==> config.mk <==
export PLATFORM = sky130hd
export DESIGN_NAME = controle_rodada
export DESIGN_NICKNAME = d
export VERILOG_FILES = /design/src/rtl/jogo_pkg.sv /design/src/rtl/contador_espera.sv /design/src/rtl/controle_rodada.sv
export SDC_FILE = /design/constraint.sdc
export NUM_CORES = 1
export LEC_CHECK = 0
export CAP_MARGIN = 20
export CELL_PAD_IN_SITES_DETAIL_PLACEMENT = 1
export CELL_PAD_IN_SITES_GLOBAL_PLACEMENT = 1
export CORE_MARGIN = 4
export CORE_UTILIZATION = 32
export CTS_CLUSTER_DIAMETER = 100
export DETAILED_ROUTE_END_ITERATION = 6
export PLACE_DENSITY = 0.84
export SYNTH_ARGS = -nofsm -noshare
export SYNTH_HDL_FRONTEND = slang
export SYNTH_SLANG_ARGS = --single-unit
==> constraint.sdc <==
create_clock -name clock -period 2.1 [get_ports clock]
set_input_delay 0.525 -clock clock [delete_from_list [all_inputs] [get_ports clock]]
set_output_delay 0.525 -clock clock [all_outputs]
set_load 0.02 [all_outputs]
==> src/rtl/jogo_pkg.sv <==
`default_nettype none
// +----------------------------------------------------------------------------+
// | jogo_pkg                                                                    |
// | Shared state codes and timing defaults for the turn controller.             |
// | Revision: 1.0                                                               |
// +----------------------------------------------------------------------------+
package jogo_pkg;

    localparam int unsigned TEMPO_MAX_PADRAO = 1000;
    localparam int unsigned LARGURA_TEMPO    = 16;

    typedef enum logic [3:0] {
        INICIAL        = 4'h0,
        PREPARA        = 4'h1,
        ESPERA_MACRO   = 4'h2,
        REGISTRA_MACRO = 4'h3,
        ESPERA_MICRO   = 4'h4,
        REGISTRA_MICRO = 4'h5,
        VERIFICA       = 4'h6,
        TROCA          = 4'h7,
        ESTOURO        = 4'hA,
        FIM            = 4'hF
    } estado_t;

    function automatic logic em_espera(input estado_t e);
        return (e == ESPERA_MACRO) || (e == ESPERA_MICRO);
    endfunction

endpackage
`default_nettype wire

==> src/rtl/contador_espera.sv <==
`default_nettype none
// +----------------------------------------------------------------------------+
// | contador_espera                                                             |
// | Saturating per-turn wait counter; fim flags the last allowed cycle.         |
// | Revision: 1.0                                                               |
// +----------------------------------------------------------------------------+
module contador_espera
    import jogo_pkg::*;
#(
    parameter int unsigned TEMPO_MAX = TEMPO_MAX_PADRAO
) (
    input  logic                     clock,
    input  logic                     reset,
    input  logic                     zera,
    input  logic                     conta,
    output logic [LARGURA_TEMPO-1:0] valor,
    output logic                     fim
);

    localparam logic [LARGURA_TEMPO-1:0] LIMITE = LARGURA_TEMPO'(TEMPO_MAX - 1);

    assign fim = (valor == LIMITE);

    always_ff @(posedge clock) begin
        if (!reset || zera) begin
            valor <= '0;
        end else if (conta && !fim) begin
            valor <= valor + 1'b1;
        end
    end

endmodule
`default_nettype wire

==> src/rtl/controle_rodada.sv <==
`default_nettype none
// +----------------------------------------------------------------------------+
// | controle_rodada                                                             |
// | Turn-sequencing FSM for the macro/micro board game, with per-turn timeout.  |
// | Revision: 1.0                                                               |
// +----------------------------------------------------------------------------+
module controle_rodada
    import jogo_pkg::*;
#(
    parameter int unsigned TEMPO_MAX = TEMPO_MAX_PADRAO
) (
    input  logic        clock,
    input  logic        reset,
    input  logic        iniciar,
    input  logic        tem_jogada,
    input  logic        jogada_valida,
    input  logic        escolhe_macro,
    input  logic        fim_jogo,
    output logic        zeraR_macro,
    output logic        zeraR_micro,
    output logic        zeraEdge,
    output logic        zeraFlipFlopT,
    output logic        registraR_macro,
    output logic        registraR_micro,
    output logic        troca_jogador,
    output logic        jogar_macro,
    output logic        jogar_micro,
    output logic        timeout,
    output logic        pronto,
    output logic [3:0]  db_estado,
    output logic [15:0] db_tempo
);

    estado_t estado;
    estado_t proximo;
    logic    conta;
    logic    zera;
    logic    fim_tempo;
    logic [LARGURA_TEMPO-1:0] tempo;

    // Counting only while staying in a wait state keeps the counter at zero
    // in every other state, including the cycle right after a wait ends.
    assign conta = em_espera(estado) && (proximo == estado);
    assign zera  = !conta;

    contador_espera #(
        .TEMPO_MAX (TEMPO_MAX)
    ) u_contador (
        .clock (clock),
        .reset (reset),
        .zera  (zera),
        .conta (conta),
        .valor (tempo),
        .fim   (fim_tempo)
    );

    always_ff @(posedge clock) begin
        if (!reset) begin
            estado <= INICIAL;
        end else begin
            estado <= proximo;
        end
    end

    always_comb begin
        proximo = INICIAL;
        case (estado)
            INICIAL:        proximo = iniciar ? PREPARA : INICIAL;
            PREPARA:        proximo = ESPERA_MACRO;
            ESPERA_MACRO: begin
                if (tem_jogada)     proximo = REGISTRA_MACRO;
                else if (fim_tempo) proximo = ESTOURO;
                else                proximo = ESPERA_MACRO;
            end
            REGISTRA_MACRO: proximo = ESPERA_MICRO;
            ESPERA_MICRO: begin
                // A valid move on the last allowed cycle still beats the timeout.
                if (tem_jogada && jogada_valida) proximo = REGISTRA_MICRO;
                else if (fim_tempo)              proximo = ESTOURO;
                else                             proximo = ESPERA_MICRO;
            end
            REGISTRA_MICRO: proximo = VERIFICA;
            VERIFICA:       proximo = fim_jogo ? FIM : TROCA;
            TROCA:          proximo = escolhe_macro ? ESPERA_MACRO : ESPERA_MICRO;
            ESTOURO:        proximo = ESPERA_MACRO;
            FIM:            proximo = iniciar ? PREPARA : FIM;
            default:        proximo = INICIAL;
        endcase
    end

    always_comb begin
        zeraR_macro     = 1'b0;
        zeraR_micro     = 1'b0;
        zeraEdge        = 1'b0;
        zeraFlipFlopT   = 1'b0;
        registraR_macro = 1'b0;
        registraR_micro = 1'b0;
        troca_jogador   = 1'b0;
        jogar_macro     = 1'b0;
        jogar_micro     = 1'b0;
        timeout         = 1'b0;
        pronto          = 1'b0;
        case (estado)
            PREPARA: begin
                zeraR_macro   = 1'b1;
                zeraR_micro   = 1'b1;
                zeraEdge      = 1'b1;
                zeraFlipFlopT = 1'b1;
            end
            ESPERA_MACRO:   jogar_macro = 1'b1;
            REGISTRA_MACRO: begin
                registraR_macro = 1'b1;
                zeraEdge        = 1'b1;
            end
            ESPERA_MICRO:   jogar_micro = 1'b1;
            REGISTRA_MICRO: registraR_micro = 1'b1;
            TROCA: begin
                troca_jogador = 1'b1;
                zeraEdge      = 1'b1;
            end
            ESTOURO: begin
                timeout       = 1'b1;
                troca_jogador = 1'b1;
                zeraEdge      = 1'b1;
            end
            FIM:            pronto = 1'b1;
            default: ;
        endcase
    end

    assign db_estado = estado;
    assign db_tempo  = tempo;

endmodule
`default_nettype wire

==> results_tabular.tex <==
\begin{tabular}{lr}
\hline
Metric & Value \\
\hline
\multicolumn{2}{l}{\textbf{Worst setup path}} \\
\quad Crit. End Element & output pin \\
\quad CP max FO & 13 \\
\quad Register-to-register setup slack & 0.29 ns \\
\quad Data required time at the worst endpoint & 1.57 ns \\
\quad Worst path arrival time & 1.49 ns \\
\quad WS Path Type & register to output pin \\
\quad Crit path launch type & register \\
\multicolumn{2}{l}{\textbf{Timing}} \\
\quad Setup Viol. Count Final & 0 \\
\quad Total negative slack & 0 ns \\
\quad Share of the cycle needed by the critical path after routing & 0.960 \\
\quad Maximum achievable frequency & 496 MHz \\
\quad Transition time at the pin with the least slew margin & 0.442 ns \\
\quad Worst slew margin relative to its limit & 0.703 \\
\quad Final hold violation count & 0 \\
\quad Setup clock skew after layout & 0.00232 ns \\
\quad Final worst slack & 0.0844 ns \\
\quad Max Slew Vio Count & 0 \\
\quad Setup repair after global routing missed its margin & no \\
\quad Tmin final & 2.02 ns \\
\multicolumn{2}{l}{\textbf{Routing}} \\
\quad Uppermost metal layer occupied by signal nets & met4 \\
\quad DRC violations left & 0 \\
\quad Number of nets with antenna violations after routing & 0 \\
\quad Iter 0 DRT Violations & 59 \\
\quad Wire length per cell after detailed routing & 15.3 um \\
\quad First-pass DRT Iterations & 2 \\
\quad Detailed-route wire length on metal 1 & 1.47 mm \\
\quad Average via count per standard cell & 5.13 \\
\quad Wirelength, routed & 3.48 mm \\
\quad Vias after detailed routing & 1,170 \\
\quad Met3 wire length & 140 um \\
\quad Routed wl met2 & 1.81 mm \\
\multicolumn{2}{l}{\textbf{Synthesis}} \\
\quad Fraction of registers with async set or reset after synthesis & 0 \\
\quad Post-synth top flop & sky130\_fd\_sc\_hd\_\_dfxtp\_1 \\
\quad Number of instances in the synthesized netlist & 141 \\
\quad Mean post-synth cell area & 7.92 um2 \\
\quad Synth Warn \# & 0 \\
\quad Number of synthesized register bits & 20 \\
\quad Sequential cell area fraction in the yosys report & 0.359 \\
\quad Netlist Area Pre-Place & 1120 um2 \\
\quad Net count after synthesis & 149 \\
\quad Number of distinct library cells after synthesis & 34 \\
\quad Post-synth EDFFs & 0 \\
\multicolumn{2}{l}{\textbf{Die}} \\
\quad Total Die Area & 4500 um2 \\
\quad Initial core utilization & 0.332 \\
\quad Die W & 67.1 um \\
\quad Number of placement rows & 21 \\
\quad Core box area & 3360 um2 \\
\quad I/O pin total & 38 \\
\quad Height of the chip & 67.1 um \\
\multicolumn{2}{l}{\textbf{Global route}} \\
\quad Grt total ovfl & 0 \\
\quad Initial antenna violation count & 0 \\
\quad Number of global-route vias before repair & 1,244 \\
\quad Maximum number of pins on one net before global-route repair & 14 \\
\quad All-Layer GR Usage & 0.168 \\
\quad First-pass GRT wire length & 5.70 mm \\
\multicolumn{2}{l}{\textbf{Placement}} \\
\quad Final HPWL from detailed placement & 2.75 mm \\
\quad Number of I/O port buffers & 37 \\
\quad Pre-CTS setup slack & -0.0176 ns \\
\quad Gp weighted congestion & 0.874 \\
\quad \# placed instances & 224 \\
\multicolumn{2}{l}{\textbf{Finish}} \\
\quad Leading cell types in the layout, fill and taps excluded & sky130\_fd\_sc\_hd\_\_clkdlybuf4s50\_1 (26), sky130\_fd\_sc\_hd\_\_nor2\_1 (24), sky130\_fd\_sc\_hd\_\_dfxtp\_1 (16) \\
\quad Layout filler cell count & 449 \\
\quad Fraction of layout cells with a size suffix above 1 & 0.126 \\
\quad Area added between synthesis and finish & 43.4\% \\
\quad Final non-filler cell total & 228 \\
\quad Most common cell after layout, fill and taps aside & sky130\_fd\_sc\_hd\_\_clkdlybuf4s50\_1 \\
\quad Inserted Diodes & 0 \\
\quad Post-layout util & 0.476 \\
\quad Number of nets in the final layout & 191 \\
\multicolumn{2}{l}{\textbf{Clock tree}} \\
\quad CTS Hold Bufs & 0 \\
\quad Number of buffers inserted during clock tree synthesis & 3 \\
\quad Clock tree from TritonCTS & yes \\
\quad Level count of the clock H-tree & 1 \\
\quad Library cell used as clock root buffer & sky130\_fd\_sc\_hd\_\_clkbuf\_4 \\
\quad Clock transition at the registers of the reported paths & 0.12 ns \\
\quad Clock latency of the later-clocked register in the worst-skew pair & 0.31 ns \\
\quad Clk sinks & 20 \\
\quad Maximum buffer depth of the clock tree & 2 \\
\multicolumn{2}{l}{\textbf{Pwr}} \\
\quad Maximum resistive drop on vdd & 319 uV \\
\quad Static Leakage & 0.553 nW \\
\quad Power density over cell area & 478 nW/um2 \\
\quad Total design power & 765 uW \\
\multicolumn{2}{l}{\textbf{Job}} \\
\quad Max Cap Violations & 0 \\
\multicolumn{2}{l}{\textbf{Min path}} \\
\quad Hold Crit Class & register to register \\
\multicolumn{2}{l}{\textbf{Outcome}} \\
\quad Result of the run & finished clean \\
\hline
\end{tabular}
## final cells by class
cell class                 count  area (um2)  share of cell area
clock buffer                   4        36.3              0.0227
inverter                       5        18.8              0.0117
multi-input combinational    110         677               0.423
sequential                    20         408               0.255
tap                           46        57.6              0.0360
timing repair buffer          43         403               0.252
## flip-flops by register name, indices dropped and copies added (netlist names)
name and flops:
db_estado 4, u_contador.valor 16
## metal layers
layer / global-route usage / vias up
li1: - / 574
met1: 0.180 / 555
met2: 0.314 / 34
met3: 0.0287 / 7
met4: 0.0785 / 0
met5: 0 / -
## cell usage after synthesis (2+ instances only)
| cell | instances | share of area |
|---|---|---|
| sky130_fd_sc_hd__nor2_1 | 24 | 0.081 |
| sky130_fd_sc_hd__dfxtp_1 | 20 | 0.36 |
| sky130_fd_sc_hd__xnor2_1 | 11 | 0.086 |
| sky130_fd_sc_hd__nand2_1 | 10 | 0.034 |
| sky130_fd_sc_hd__nand3_1 | 10 | 0.045 |
| sky130_fd_sc_hd__nor3_1 | 10 | 0.045 |
| sky130_fd_sc_hd__nand2b_1 | 6 | 0.034 |
| sky130_fd_sc_hd__inv_1 | 5 | 0.017 |
| sky130_fd_sc_hd__a21oi_1 | 4 | 0.018 |
| sky130_fd_sc_hd__clkbuf_1 | 4 | 0.013 |
| sky130_fd_sc_hd__nor4_1 | 4 | 0.022 |
| sky130_fd_sc_hd__o21ai_0 | 3 | 0.013 |
| sky130_fd_sc_hd__or4_4 | 3 | 0.030 |
| sky130_fd_sc_hd__a22o_1 | 2 | 0.016 |
| sky130_fd_sc_hd__buf_4 | 2 | 0.013 |
| sky130_fd_sc_hd__mux2i_1 | 2 | 0.018 |
| sky130_fd_sc_hd__nand4_1 | 2 | 0.011 |
| sky130_fd_sc_hd__nor2b_1 | 2 | 0.011 |
| sky130_fd_sc_hd__o21a_1 | 2 | 0.013 |
## repair_timing
| item | 4_1_cts | 5_1_grt |
|---|---|---|
| endpoints found under the setup margin | 12 | 3 |
| hold endpoints to repair | 0 | 0 |
| resized for setup | 15 | 6 |
| setup buffers | 0 | 0 |
## report_power, final
group	internal (mW)	leakage (nW)	switching [mW]
registers	0.385	0.163	0.0134
clock network	0.106	0.0210	0.126
logic	0.0618	0.369	0.0735
total	0.553	0.553	0.213
## final timing paths
check                                          from                               end  depth (start not counted)
setup / recovery            db_estado[3]$_SDFF_PN0_                     troca_jogador                          4
hold / removal     u_contador.valor[0]$_SDFFE_PP0P_  u_contador.valor[0]$_SDFFE_PP0P_                          1
setup reg to reg  u_contador.valor[10]$_SDFFE_PP0P_           db_estado[2]$_SDFF_PN0_                          4
hold reg to reg    u_contador.valor[0]$_SDFFE_PP0P_  u_contador.valor[0]$_SDFFE_PP0P_                          1
## kinds of logic (layout without fill, tap and decap cells)
kind of cell | count (synthesis) | in the layout | share of synthesized area
and+or+nand+nor | 77 | 77 | 0.364
DFF | 20 | 20 | 0.359
AOI/OAI and AO/OA | 18 | 18 | 0.110
xor gates and xnor gates | 12 | 12 | 0.0942
buffers and inverters | 11 | 52 | 0.0437
muxes | 2 | 2 | 0.0179
adders and majority gates | 1 | 1 | 0.0112
## per-stage QoR
stage          hold WS [ns]  cell area [um2]
2_1_floorplan         0.519             1120
3_3_place_gp          0.441             1560
3_5_place_dp          0.463             1560
4_1_cts               0.492             1600
5_1_grt               0.531             1600
6_report              0.498             1600
## critical path, cell delays in order, from the launching register on
cell and delay, ns:
sky130_fd_sc_hd__dfxtp_4 0.41, sky130_fd_sc_hd__nand2b_1 0.21, sky130_fd_sc_hd__mux2i_1 0.14, sky130_fd_sc_hd__and2_1 0.13, sky130_fd_sc_hd__clkdlybuf4s15_1 0.29
(Power assumes the default switching activity.)
